$ cat src/rtl/mdio_pkg.sv
// Shared encodings and frame geometry for the Clause-22 MDIO controller.
// MDIO_PREAMBLE_EN (optional) enables the 32-bit preamble ahead of each frame.
package mdio_pkg;

  typedef enum logic [1:0] {
    ST_IDLE,
    ST_PREAMBLE,
    ST_FRAME,
    ST_DONE
  } mdio_state_e;

  localparam logic [1:0] OP_READ  = 2'b10;
  localparam logic [1:0] OP_WRITE = 2'b01;

  localparam int FRAME_BITS     = 32;
  localparam int PREAMBLE_BITS  = 32;
  localparam int TA_BIT         = 14;
  localparam int DATA_FIRST_BIT = 16;

  function automatic logic is_read_op(input logic [31:0] f);
    return f[29:28] == OP_READ;
  endfunction

endpackage

$ cat src/rtl/mdio_clk_gen.sv
// MDC divider: low for MDC_DIV cycles then high for MDC_DIV cycles per bit,
// with 1-CLK strobes at the MDC rising edge and on the last cycle of a bit.
module mdio_clk_gen #(
  parameter int MDC_DIV = 2
) (
  input  logic CLK,
  input  logic RESET,
  input  logic en,
  input  logic clr,
  output logic mdc,
  output logic mdc_rise,
  output logic bit_end
);

  localparam int CW = $clog2(2 * MDC_DIV);
  localparam logic [CW-1:0] HALF = CW'(MDC_DIV);
  localparam logic [CW-1:0] LAST = CW'(2 * MDC_DIV - 1);

  logic [CW-1:0] cnt;

  always_ff @(posedge CLK or negedge RESET) begin
    if (!RESET) begin
      cnt <= '0;
    end else if (clr || !en) begin
      cnt <= '0;
    end else if (cnt == LAST) begin
      cnt <= '0;
    end else begin
      cnt <= cnt + 1'b1;
    end
  end

  assign mdc      = en && (cnt >= HALF);
  assign mdc_rise = en && (cnt == HALF);
  assign bit_end  = en && (cnt == LAST);

endmodule

$ cat src/rtl/mdio_controller.sv
// Clause-22 MDIO initiator: serializes a 32-bit frame and captures read data.
// Define MDIO_PREAMBLE_EN to send 32 preamble ones before every frame.
module mdio_controller
  import mdio_pkg::*;
#(
  parameter int MDC_DIV = 2
) (
  input  logic        CLK,
  input  logic        RESET,
  input  logic        MDIO_START,
  input  logic [31:0] T_DATA,
  input  logic        MDIO_IN,
  output logic        MDC,
  output logic        MDIO_OE,
  output logic        MDIO_OUT,
  output logic [15:0] RD_DATA,
  output logic        DATA_RDY,
  output logic        BUSY
);

  mdio_state_e state_q, state_d;
  logic [4:0]  bit_cnt;
  logic [31:0] frame_q;
  logic [15:0] rd_shift;
  logic        is_rd;
  logic        frame_bit;
  logic        last_bit;
  logic        gen_en, gen_clr;
  logic        mdc, mdc_rise, bit_end;
  logic        oe, out, rdy;
`ifdef MDIO_PREAMBLE_EN
  logic [4:0]  pre_cnt;
`endif

  assign is_rd     = is_read_op(frame_q);
  assign frame_bit = frame_q[5'(FRAME_BITS-1) - bit_cnt];
  assign last_bit  = bit_cnt == 5'(FRAME_BITS-1);
  assign gen_en    = (state_q == ST_FRAME) || (state_q == ST_PREAMBLE);
  assign gen_clr   = state_q == ST_IDLE;

  mdio_clk_gen #(
    .MDC_DIV(MDC_DIV)
  ) u_clk_gen (
    .CLK      (CLK),
    .RESET    (RESET),
    .en       (gen_en),
    .clr      (gen_clr),
    .mdc      (mdc),
    .mdc_rise (mdc_rise),
    .bit_end  (bit_end)
  );

  always_comb begin
    state_d = state_q;
    oe      = 1'b0;
    out     = 1'b0;
    rdy     = 1'b0;
    case (state_q)
      ST_IDLE: begin
        if (MDIO_START) begin
`ifdef MDIO_PREAMBLE_EN
          state_d = ST_PREAMBLE;
`else
          state_d = ST_FRAME;
`endif
        end
      end
`ifdef MDIO_PREAMBLE_EN
      ST_PREAMBLE: begin
        oe  = 1'b1;
        out = 1'b1;
        if (bit_end && pre_cnt == 5'(PREAMBLE_BITS-1))
          state_d = ST_FRAME;
      end
`endif
      ST_FRAME: begin
        // reads hand the line to the PHY from the turnaround onward
        oe  = !(is_rd && bit_cnt >= 5'(TA_BIT));
        out = oe && frame_bit;
        if (bit_end && last_bit)
          state_d = ST_DONE;
      end
      ST_DONE: begin
        rdy     = is_rd;
        state_d = ST_IDLE;
      end
      default: state_d = ST_IDLE;
    endcase
  end

  always_ff @(posedge CLK or negedge RESET) begin
    if (!RESET) begin
      state_q  <= ST_IDLE;
      bit_cnt  <= '0;
      frame_q  <= '0;
      rd_shift <= '0;
      RD_DATA  <= '0;
`ifdef MDIO_PREAMBLE_EN
      pre_cnt  <= '0;
`endif
    end else begin
      state_q <= state_d;
      if (state_q == ST_IDLE && MDIO_START) begin
        frame_q <= T_DATA;
        bit_cnt <= '0;
`ifdef MDIO_PREAMBLE_EN
        pre_cnt <= '0;
`endif
      end
`ifdef MDIO_PREAMBLE_EN
      if (state_q == ST_PREAMBLE && bit_end)
        pre_cnt <= pre_cnt + 1'b1;
`endif
      if (state_q == ST_FRAME && bit_end)
        bit_cnt <= bit_cnt + 1'b1;
      if (state_q == ST_FRAME && mdc_rise && is_rd &&
          bit_cnt >= 5'(DATA_FIRST_BIT))
        rd_shift <= {rd_shift[14:0], MDIO_IN};
      if (state_q == ST_DONE && is_rd)
        RD_DATA <= rd_shift;
    end
  end

  assign MDC      = mdc;
  assign MDIO_OE  = oe;
  assign MDIO_OUT = out;
  assign DATA_RDY = rdy;
  assign BUSY     = state_q != ST_IDLE;

endmodule

$ cat config.mk
export PLATFORM = sky130hd
export DESIGN_NAME = mdio_controller
export DESIGN_NICKNAME = d
export VERILOG_FILES = /design/src/rtl/mdio_pkg.sv /design/src/rtl/mdio_clk_gen.sv /design/src/rtl/mdio_controller.sv
export SDC_FILE = /design/constraint.sdc
export NUM_CORES = 1
export LEC_CHECK = 0
export ABC_AREA = 1
export CAP_MARGIN = 10
export CORE_ASPECT_RATIO = 0.6
export CORE_MARGIN = 10
export CORE_UTILIZATION = 59
export CTS_BUF_LIST = sky130_fd_sc_hd__clkbuf_8
export DETAILED_ROUTE_END_ITERATION = 16
export HOLD_SLACK_MARGIN = 0.12
export PLACE_DENSITY_LB_ADDON = 0.2
export SYNTH_ARGS = -nofsm -noshare
export SYNTH_HDL_FRONTEND = slang
export SYNTH_SLANG_ARGS = --single-unit
$ cat constraint.sdc
create_clock -name CLK -period 3.5 [get_ports CLK]
set_input_delay 0.7 -clock CLK [delete_from_list [all_inputs] [get_ports CLK]]
set_output_delay 0.7 -clock CLK [all_outputs]
set_load 0.02 [all_outputs]
# Yosys cells after proc, flatten, opt, wreduce, memory -nomap -nowiden
# Cells that the tools add are included.
[word_totals]
register_bits = 73
inputBits = 36
out_inout_bits = 21
word_cells = 54
[op_classes]
addsub = 3
n_lt_le_gt_ge = 4
n_eq_ne = 9
muxes = 12
n_reduce_logical = 20
[op_table]
columns = ["cell", "count"]
rows = [
  ["logical AND 1 bit", 12],
  ["equality test 2 bit, second input constant", 5],
  ["2-to-1 mux 5 bit", 2],
  ["2-to-1 mux 2 bit", 4],
  ["less-than comparator 5 x 6 -> 1 bit, second input constant", 1],
  ["adder 5 x 1 -> 5 bit, second input constant", 1],
  ["binary-select mux 1 bit (select 5 bit)", 1],
  ["equality test 5 bit, second input constant", 1],
  ["greater-or-equal comparator 5 x 4 -> 1 bit, second input constant", 1],
  ["greater-or-equal comparator 5 bit, second input constant", 1],
  ["subtractor 5 bit, first input constant", 1],
  ["2-to-1 mux 1 bit", 4],
  ["!= test 2 bit, second input constant", 2],
  ["one-hot mux 2 bit (2 select lines)", 1],
  ["nonzero test 2 bit", 2],
  ["adder 2 x 1 -> 2 bit, second input constant", 1],
  ["equality test 2 x 1 -> 1 bit, second input constant", 1],
  ["greater-or-equal comparator 2 bit, second input constant", 1],
  ["logical NOT 1 bit", 2],
  ["logical NOT 2 bit", 1],
  ["logical OR 1 bit", 2],
  ["AND reduction 2 bit", 1],
]

# Longest topological paths before layout
# Gate-level depths: netlist of the first run.
[logic_depth]
depth_word = 6
depth_mapped = 10
ltp_nobuf = 9

# Cells and area by module
# Synthesis of the first run repeated with hierarchy kept, for this count alone.
[hier_totals]
cells_unflattened = 352
area_unflattened_um2 = 3245.6
[modules_own_cells]
columns = ["module", "n_inst", "cells_per_inst", "area_each_um2", "seq_area_each_um2"]
rows = [
  ["mdio_controller", 1, 335, 3121.7, 1776.7],
  ["mdio_clk_gen", 1, 17, 123.9, 50.0],
]

# Worst setup path after synthesis of the first run
# No wires, ideal clock.
[synth_timing]
kind = "register to output"
startpoint = "register state_q[0]"
endpoint = "output port MDIO_OUT"
arrival_time_ps = 1479
required_ps = 2800
path_slack_ps = 1321
path_stages_with_launch = 7
n_path_buf = 0
path_cell_list = "dfrtp_1 inv_1 ha_1 inv_1 a21oi_1 nand2_1 nor2_1"
[synth_between]
elab_chain_cells = 2
[synth_rtl]
columns = ["item", "line", "text"]
rows = [
  ["from (decl)", "mdio_controller.sv:21", "mdio_state_e state_q, state_d;"],
  ["from (signal assigned)", "mdio_controller.sv:102", "state_q <= state_d;"],
  ["equality test 2 bit", "mdio_controller.sv:58", "case (state_q)"],
  ["2-to-1 mux 1 bit", "mdio_controller.sv:58", ""],
  ["to (decl)", "mdio_controller.sv:15", "output logic MDIO_OUT,"],
]
# Every way passes these cells.

# Worst setup path after layout of the first run
[layout_timing]
startpoint = "register bit_cnt[0]"
endpoint = "output port MDIO_OUT"
[layout_between]
elab_chain_cells = 5
elab_cells_between_ends = 8
classes_between = "1 x add/sub; 1 x order compare; 3 x mux; 3 x reduce/logical"
[layout_rtl]
columns = ["item", "line", "text"]
rows = [
  ["from (decl)", "mdio_controller.sv:22", "logic [4:0] bit_cnt;"],
  ["from (signal assigned)", "mdio_controller.sv:115", "bit_cnt <= bit_cnt + 1'b1;"],
  ["subtractor 5 bit or greater-or-equal comparator 5 x 4 -> 1 bit (tied branches)", "mdio_controller.sv:36, mdio_controller.sv:78", ""],
  ["binary-select mux 1 bit (select 5 bit) or logical AND 1 bit (tied branches)", "mdio_controller.sv:36, mdio_controller.sv:78", ""],
  ["2-to-1 mux 1 bit (implied by the code) or logical NOT 1 bit (tied branches)", "mdio_controller.sv:36, mdio_controller.sv:78", ""],
  ["logical AND 1 bit (*)", "mdio_controller.sv:79", "out = oe && frame_bit;"],
  ["2-to-1 mux 1 bit (*)", "mdio_controller.sv:58", ""],
]
# Mark *: on every way between the ends. The rest lies on a longest branch, timed or not. The select of a mux whose other input is x is not followed.

==> run metrics, run 1 <==
post_cts resized=0; share of cells above drive strength 1=12.71%; largest net degree at the start of global routing=74; Met3 Wirelength=585 um; Synth Area in Compound Gates=10.22%; Hold Path Class=reg -> reg; dpl hpwl=5.015 mm; Power Internal=1820 uW; post-route ant nets=0; Worst EP arrival=2.38 ns; critical path's slowest cell=clkdlybuf4s50_1; final net count=447; Die Y=77.65 um; vias in the first global route=2496; IO Port Bufs=56; Simple-Gate Fraction of Synth Area=16.04%; final WL=7.022 mm; pre-CTS setup slack=0.5418 ns; Achievable Freq=324.6 MHz; met1 WL=3.352 mm; CORE AREA=5205 um2; switching part of the total=32.82%; clock tree buffer depth=2; Max IR drop VDD=0.0004358 V; Syn Area/Cell=9.391 um2; Yosys top cell area share=55.90%; clock tree sinks=73; RePlAce Congestion=0.9144; worst-skew pair later-pin latency=0.34 ns; status=finished, final reports clean; register area share after synthesis=55.90%; Mapped Cells=348; CTS HTree Levels=3; flop-to-flop setup slack=1.50 ns; Root Buffer=clkbuf_8; R2R depth=7; largest family of logic cells by synthesized area=simple AND/OR/NAND/NOR gates; count of pins over their slew limit=0; Worst-Margin Slew=0.8930 ns; fin cells=475; R2R Path Start=state_q[0]; fin crit period=3.081 ns; post-layout util=77.69%; Hold Path Stages=2; Net Switching=889.0 uW; clk slew on worst S/H paths=0.07 ns; Die ar.=9014 um2; Final Hold Fails=0; hold_buf cts=0; Yosys cell types=23; largest area contributor in the netlist=dfrtp_1; Power per Cell Area=669.8 nW/um2; top layer in use=met4; final worst setup slack=0.4192 ns; reg2reg end=rd_shift[1]; DRC viols=0; setup TNS=0 ns; Clk network pwr share=25.3%; Post-CTS Setup Inserts=0; met2 WL=2.988 mm; CP Launch Type=register; Rows=20; # IOs=57; relative slew slack=40.26%; first-pass GRT wire length=11.77 mm; CP Capture Type=output port; diode count=0; RSZ-0062 raised after global routing=false; final period utilization=88.02%; Syn-to-layout area delta=23.74%; crit path cell chain=inv_2 > nand2_1 > nand3_1 > nand2_1 > nor2_1 > nand2_1 > nand3_1 > nand2_1 > nor2_1 > clkdlybuf4s50_1; Design Area, Final=4044 um2; Critical Path RT=2.80 ns; via count=2485; Die W=116.1 um; Worst Hold Launch=RD_DATA[1]; Synth Area in Adders=2.680%; Worst path max stage delay=0.61 ns; CP max FO=27; Cell Area, Synth=3268 um2; combinational share of power=30.1%; CTS tree=done; count of state elements after synthesis=73; final setup fails=0; placed cell areas=3827 um2; Placed Cells incl. Taps=459; DRT Pass-1 Iters=4; WL/cell=14.78 um; Initial Util=62.79%; initial antenna violation count=0; Final Skew=0.005512 ns; maxcap violations=0; Net Count, Synth=391; Worst Hold Path EP=RD_DATA[1]; XOR/XNOR share of the synthesized area=0%; leak pwr=0.001843 uW; Fillers=367; total CTS buffers=9; multiplexer share of the synthesized area=7.580%; gr usage total=16.09%; WS Path Type=reg -> out; Seq pwr share=44.6%; vias per cell=5.232; most frequent CP cell=nand2_1; Yosys warnings=0; grt ovf=0; top post-synthesis cells by area=dfrtp_1 56%, nand2_1 9.3%, mux2_2 7.6%; DR iter-0 viols=164
==> critical path: cells and delay by family, from the launching register on <==
| kind | cells | cell delay (ns) |
|---|---|---|
| buffers and inverters | 2 | 0.84 |
| and+or+nand+nor | 8 | 0.62 |
| DFF | 1 | 0.58 |
==> stage by stage <==
step	power, uW	hold WS, ns
6_report	2709	0.4841
5_1_grt	2881	0.5025
4_1_cts	2720	0.4854
3_5_place_dp	2031	0.4648
3_3_place_gp	1986	0.4603
2_1_floorplan	1779	0.4044
==> power groups by stage <==
stage	registers [uW]	clock network (uW)	logic, uW
6_report	1210	686	814
3_5_place_dp	1220	0	812
3_3_place_gp	1210	0	777
5_1_grt	1240	733	910
4_1_cts	1200	697	819
2_1_floorplan	1160	0	622
==> worst max-delay path by stage <==
stage | startpoint | endpoint | slack, ns | depth (start not counted)
after floorplan | state_q[0] | MDIO_OUT | 1.32 | 6
after detailed placement | bit_cnt[0] | MDIO_OUT | 0.54 | 9
final | bit_cnt[0] | MDIO_OUT | 0.42 | 10
after CTS | bit_cnt[0] | MDIO_OUT | 0.16 | 9
after global routing | bit_cnt[0] | MDIO_OUT | 0.24 | 10
after global placement | bit_cnt[0] | MDIO_OUT | 0.71 | 9
==> layout by cell type, fill, tap and decap left out, drive strengths merged <==
cell type and n:
nand2 82, dfrtp 73, clkdlybuf4s50 55, o21ai 44, inv 41, nor2 33, mux2 22, a21oi 15
nand3 14, clkbuf 12, ha 7, buf 3, clkinvlp 2, nor3 2, o211ai 1, o32ai 1
clkinv 1, bufinv 1
==> layer usage <==
metal  track usage (%)  up-vias
li1                  -     1227
met1             21.54     1170
met2             22.58       78
met3             6.605       10
met4             6.343        0
met5                 0        -
==> registers in the layout, indices dropped and copies added (netlist names) <==
register	count
frame_q	32
RD_DATA	16
rd_shift	16
bit_cnt	5
state_q	2
u_clk_gen.cnt	2
==> area by class of cell <==
cell class | count | area [um2] | area share, %
sequential | 73 | 1828 | 45.20
multi-input combinational | 221 | 1194 | 29.52
timing repair buffer | 58 | 570.5 | 14.11
clock buffer | 12 | 165.2 | 4.084
inverter | 41 | 153.9 | 3.806
tap | 66 | 82.58 | 2.042
clock inverter | 4 | 50.05 | 1.238
==> logic make-up after synthesis <==
kind of cell    after synthesis
mux                          22
fa+ha+maj                     7
compound gates               61
simple gates                131
flops                        73
buf+inv                      54
==> synthesized netlist by cell type <==
| library cell | number |
|---|---|
| o32ai_1 | 1 |
| buf_8 | 1 |
| nand2_2 | 1 |
| inv_2 | 1 |
| nor2_1 | 33 |
| ha_1 | 7 |
| o21ai_1 | 12 |
| nand2_1 | 81 |
| nor3_2 | 1 |
| nand3_2 | 1 |
| buf_2 | 6 |
| o211ai_1 | 1 |
| o21ai_0 | 26 |
| buf_6 | 3 |
| o21ai_2 | 6 |
| nor3_1 | 1 |
| inv_1 | 40 |
| buf_4 | 1 |
| dfrtp_1 | 73 |
| a21oi_1 | 15 |
| mux2_2 | 22 |
| nand3_1 | 13 |
| clkbuf_1 | 2 |
No activity file was read; power rests on OpenSTA's default activity.
==> inputs of run 2 (changes only) <==
--- a/config.mk
+++ b/config.mk
@@ -17,3 +17,4 @@
 export SYNTH_ARGS = -nofsm -noshare
 export SYNTH_HDL_FRONTEND = slang
 export SYNTH_SLANG_ARGS = --single-unit
+export TNS_END_PERCENT = 50
==> results of run 2 <==
The final DEF is identical to that of run 1; final timing and power are the same.
==> inputs of run 3 (changes only) <==
--- a/config.mk
+++ b/config.mk
@@ -11,6 +11,7 @@
 export CORE_MARGIN = 10
 export CORE_UTILIZATION = 59
 export CTS_BUF_LIST = sky130_fd_sc_hd__clkbuf_8
+export CTS_CLUSTER_DIAMETER = 120
 export DETAILED_ROUTE_END_ITERATION = 16
 export HOLD_SLACK_MARGIN = 0.12
 export PLACE_DENSITY_LB_ADDON = 0.2
==> results of run 3 <==
The final DEF is identical to that of run 1; final timing and power are the same.
==> RTL edit (settings of run 1) <==
Encoding of `mdio_state_e`: now one-hot (4 bits for 4 states).
--- a/src/rtl/mdio_pkg.sv
+++ b/src/rtl/mdio_pkg.sv
@@ -3,9 +3,9 @@
 package mdio_pkg;
 
-  typedef enum logic [1:0] {
-    ST_IDLE,
-    ST_PREAMBLE,
-    ST_FRAME,
-    ST_DONE
+  typedef enum logic [3:0] {
+    ST_IDLE     = 4'b0001,
+    ST_PREAMBLE = 4'b0010,
+    ST_FRAME    = 4'b0100,
+    ST_DONE     = 4'b1000
   } mdio_state_e;
 
Behaviour: no difference found for any inputs over 10 cycles, from zero or initial values and one cycle with RESET low; not proved beyond that.
==> RTL edit against run 1 <==
- design area increased by 1.8%
- routed wire length increased by 2.3%
- area after synthesis increased by 2.3%
- non-clock buffer count decreased by 1
- setup slack got worse by 0.22 ns
- sequential cell count increased by 1
- total power decreased by 6.8%
- die area increased by 1.8%
- critical path type unchanged
==> RTL edit: results (changes against run 1) <==
<table>
<tr><th>Metric</th><th>Value</th></tr>
<tr><th colspan="2">Outcome</th></tr>
<tr><td>Run status</td><td>completed</td></tr>
<tr><th colspan="2">Final layout</th></tr>
<tr><td>Share of layout cells above drive strength 1</td><td>13.7% (+1.0 points)</td></tr>
<tr><td>Number of nets in the final layout</td><td>437 (-2.2%)</td></tr>
<tr><th colspan="2">Power and ir drop</th></tr>
<tr><td>Power attributed to the clock group</td><td>631 uW (-8.0%)</td></tr>
<tr><td>Power Total</td><td>2520 uW (-6.8%)</td></tr>
<tr><td>Power dissipated by switching net loads</td><td>750 uW (-16%)</td></tr>
<tr><td>Maximum VDD drop</td><td>0.394 mV (-9.6%)</td></tr>
<tr><td>Sequential cell fraction of total power</td><td>47.0% (+2.4 points)</td></tr>
<tr><td>Static power due to leakage</td><td>0.00190 uW (+3.3%)</td></tr>
<tr><th colspan="2">Global route</th></tr>
<tr><td>First-pass GRT wire length</td><td>12000 um (+1.6%)</td></tr>
<tr><td>GRT Util Overall</td><td>16.5% (+0.40 points)</td></tr>
<tr><td>Via count of the first global-routing pass</td><td>2412 (-3.4%)</td></tr>
<tr><td>Pin count of the biggest net entering global routing</td><td>75 (+1.4%)</td></tr>
<tr><th colspan="2">Synth</th></tr>
<tr><td>Mapped Nets</td><td>382 (-2.3%)</td></tr>
<tr><td>Count of cell types in the netlist</td><td>27 (+17%)</td></tr>
<tr><td>Most frequent cells after synthesis</td><td>79 x nand2_1, 73 x dfrtp_1, 37 x inv_1, 35 x nor2_1, 31 x o21ai_1</td></tr>
<tr><td>Post-synthesis sequential area ratio</td><td>55.4% (-0.49 points)</td></tr>
<tr><th colspan="2">STA</th></tr>
<tr><td>Hold_ws</td><td>0.362 ns (-0.122 ns)</td></tr>
<tr><td>Transition at the pin with the smallest max-transition slack</td><td>0.791 ns (-0.102 ns)</td></tr>
<tr><th colspan="2">Placed design</th></tr>
<tr><td>Setup slack after placement</td><td>0.598 ns (+0.0565 ns)</td></tr>
<tr><td>Final HPWL from detailed placement</td><td>5060 um (+0.82%)</td></tr>
<tr><td>Instance area after placement</td><td>0.00393 sq mm (+2.7%)</td></tr>
<tr><td>Gp weighted congestion</td><td>0.860 (-6.0%)</td></tr>
<tr><th colspan="2">Drt</th></tr>
<tr><td>Drt wl/cell</td><td>14.9 um (+1.0%)</td></tr>
<tr><td>Vias per inst</td><td>5.05 (-3.4%)</td></tr>
<tr><td>Number of DRC markers after the initial detailed-route iteration</td><td>183 (+12%)</td></tr>
<tr><th colspan="2">Critical path</th></tr>
<tr><td>Biggest fanout along the worst timing path</td><td>25 (-7.4%)</td></tr>
<tr><td>Reg2reg start</td><td>bit_cnt[0]</td></tr>
<tr><td>Terminus of the critical flop-to-flop path</td><td>state_q[2]</td></tr>
<tr><td>Arrival time at the worst endpoint</td><td>2.60 ns (+0.22 ns)</td></tr>
<tr><td>Slowest-stage cell, CP</td><td>dfrtp_1</td></tr>
<tr><td>Reg-to-reg setup timing slack</td><td>1.61 ns (+0.11 ns)</td></tr>
</table>
-- RTL edit: cell types whose count changed in the layout (fill, tap and decap cells not counted), moves of 3 or more --
cell     before  now
a21oi_1      15    3
a21oi_2       0    9
ha_1          7    4
mux2_2       22    4
mux2_4        0   19
o21ai_0      26   11
o21ai_1      12   31
o21ai_2       6    0
-- RTL edit: worst max path at each step --
stage / endpoint / from / depth (start not counted)
2_1_floorplan: MDIO_OUT / state_q[0] / 7
3_3_place_gp: MDIO_OUT / bit_cnt[0] / 9
3_5_place_dp: MDIO_OUT / bit_cnt[0] / 9
4_1_cts: MDIO_OUT / bit_cnt[0] / 9
5_1_grt: MDIO_OUT / bit_cnt[0] / 9
6_report: MDIO_OUT / bit_cnt[0] / 9
-- RTL edit: kinds of logic (layout without fill, tap and decap cells) --
| kind of cell | after synthesis | in the layout | share of synthesized area, % |
|---|---|---|---|
| DFF | 74 | 74 | 55.4 |
| and+or+nand+nor | 131 | 131 | 16.2 |
| adders and majority gates | 4 | 4 | 1.50 |
| xor gates and xnor gates | 1 | 1 | 0.262 |
| buffers and inverters | 52 | 111 | 7.03 |
| AOI/OAI and AO/OA | 57 | 57 | 9.76 |
| muxes | 23 | 23 | 9.88 |
-- RTL edit: worst max-delay path: cells and delay by family (launching register included) --
family / cells / cell delay, ns
simple gates: 7 / 0.57
flops: 1 / 0.82
buf+inv: 2 / 0.86
-- RTL edit: layout make-up --
type                       count  area, sq um
tap                           80          100
clock inverter                 5         47.5
inverter                      39          146
sequential                    74         1850
multi-input combinational    216         1260
fill                         405         1430
timing repair buffer          57          576
clock buffer                  10          138
-- RTL edit: routing by layer --
layer,up-vias,GRT usage [%],wire length [um]
met2,62,24.5,3210
met3,10,5.01,421
met5,-,0,0
li1,1200,-,-
met4,0,6.27,109
met1,1159,22.2,3440
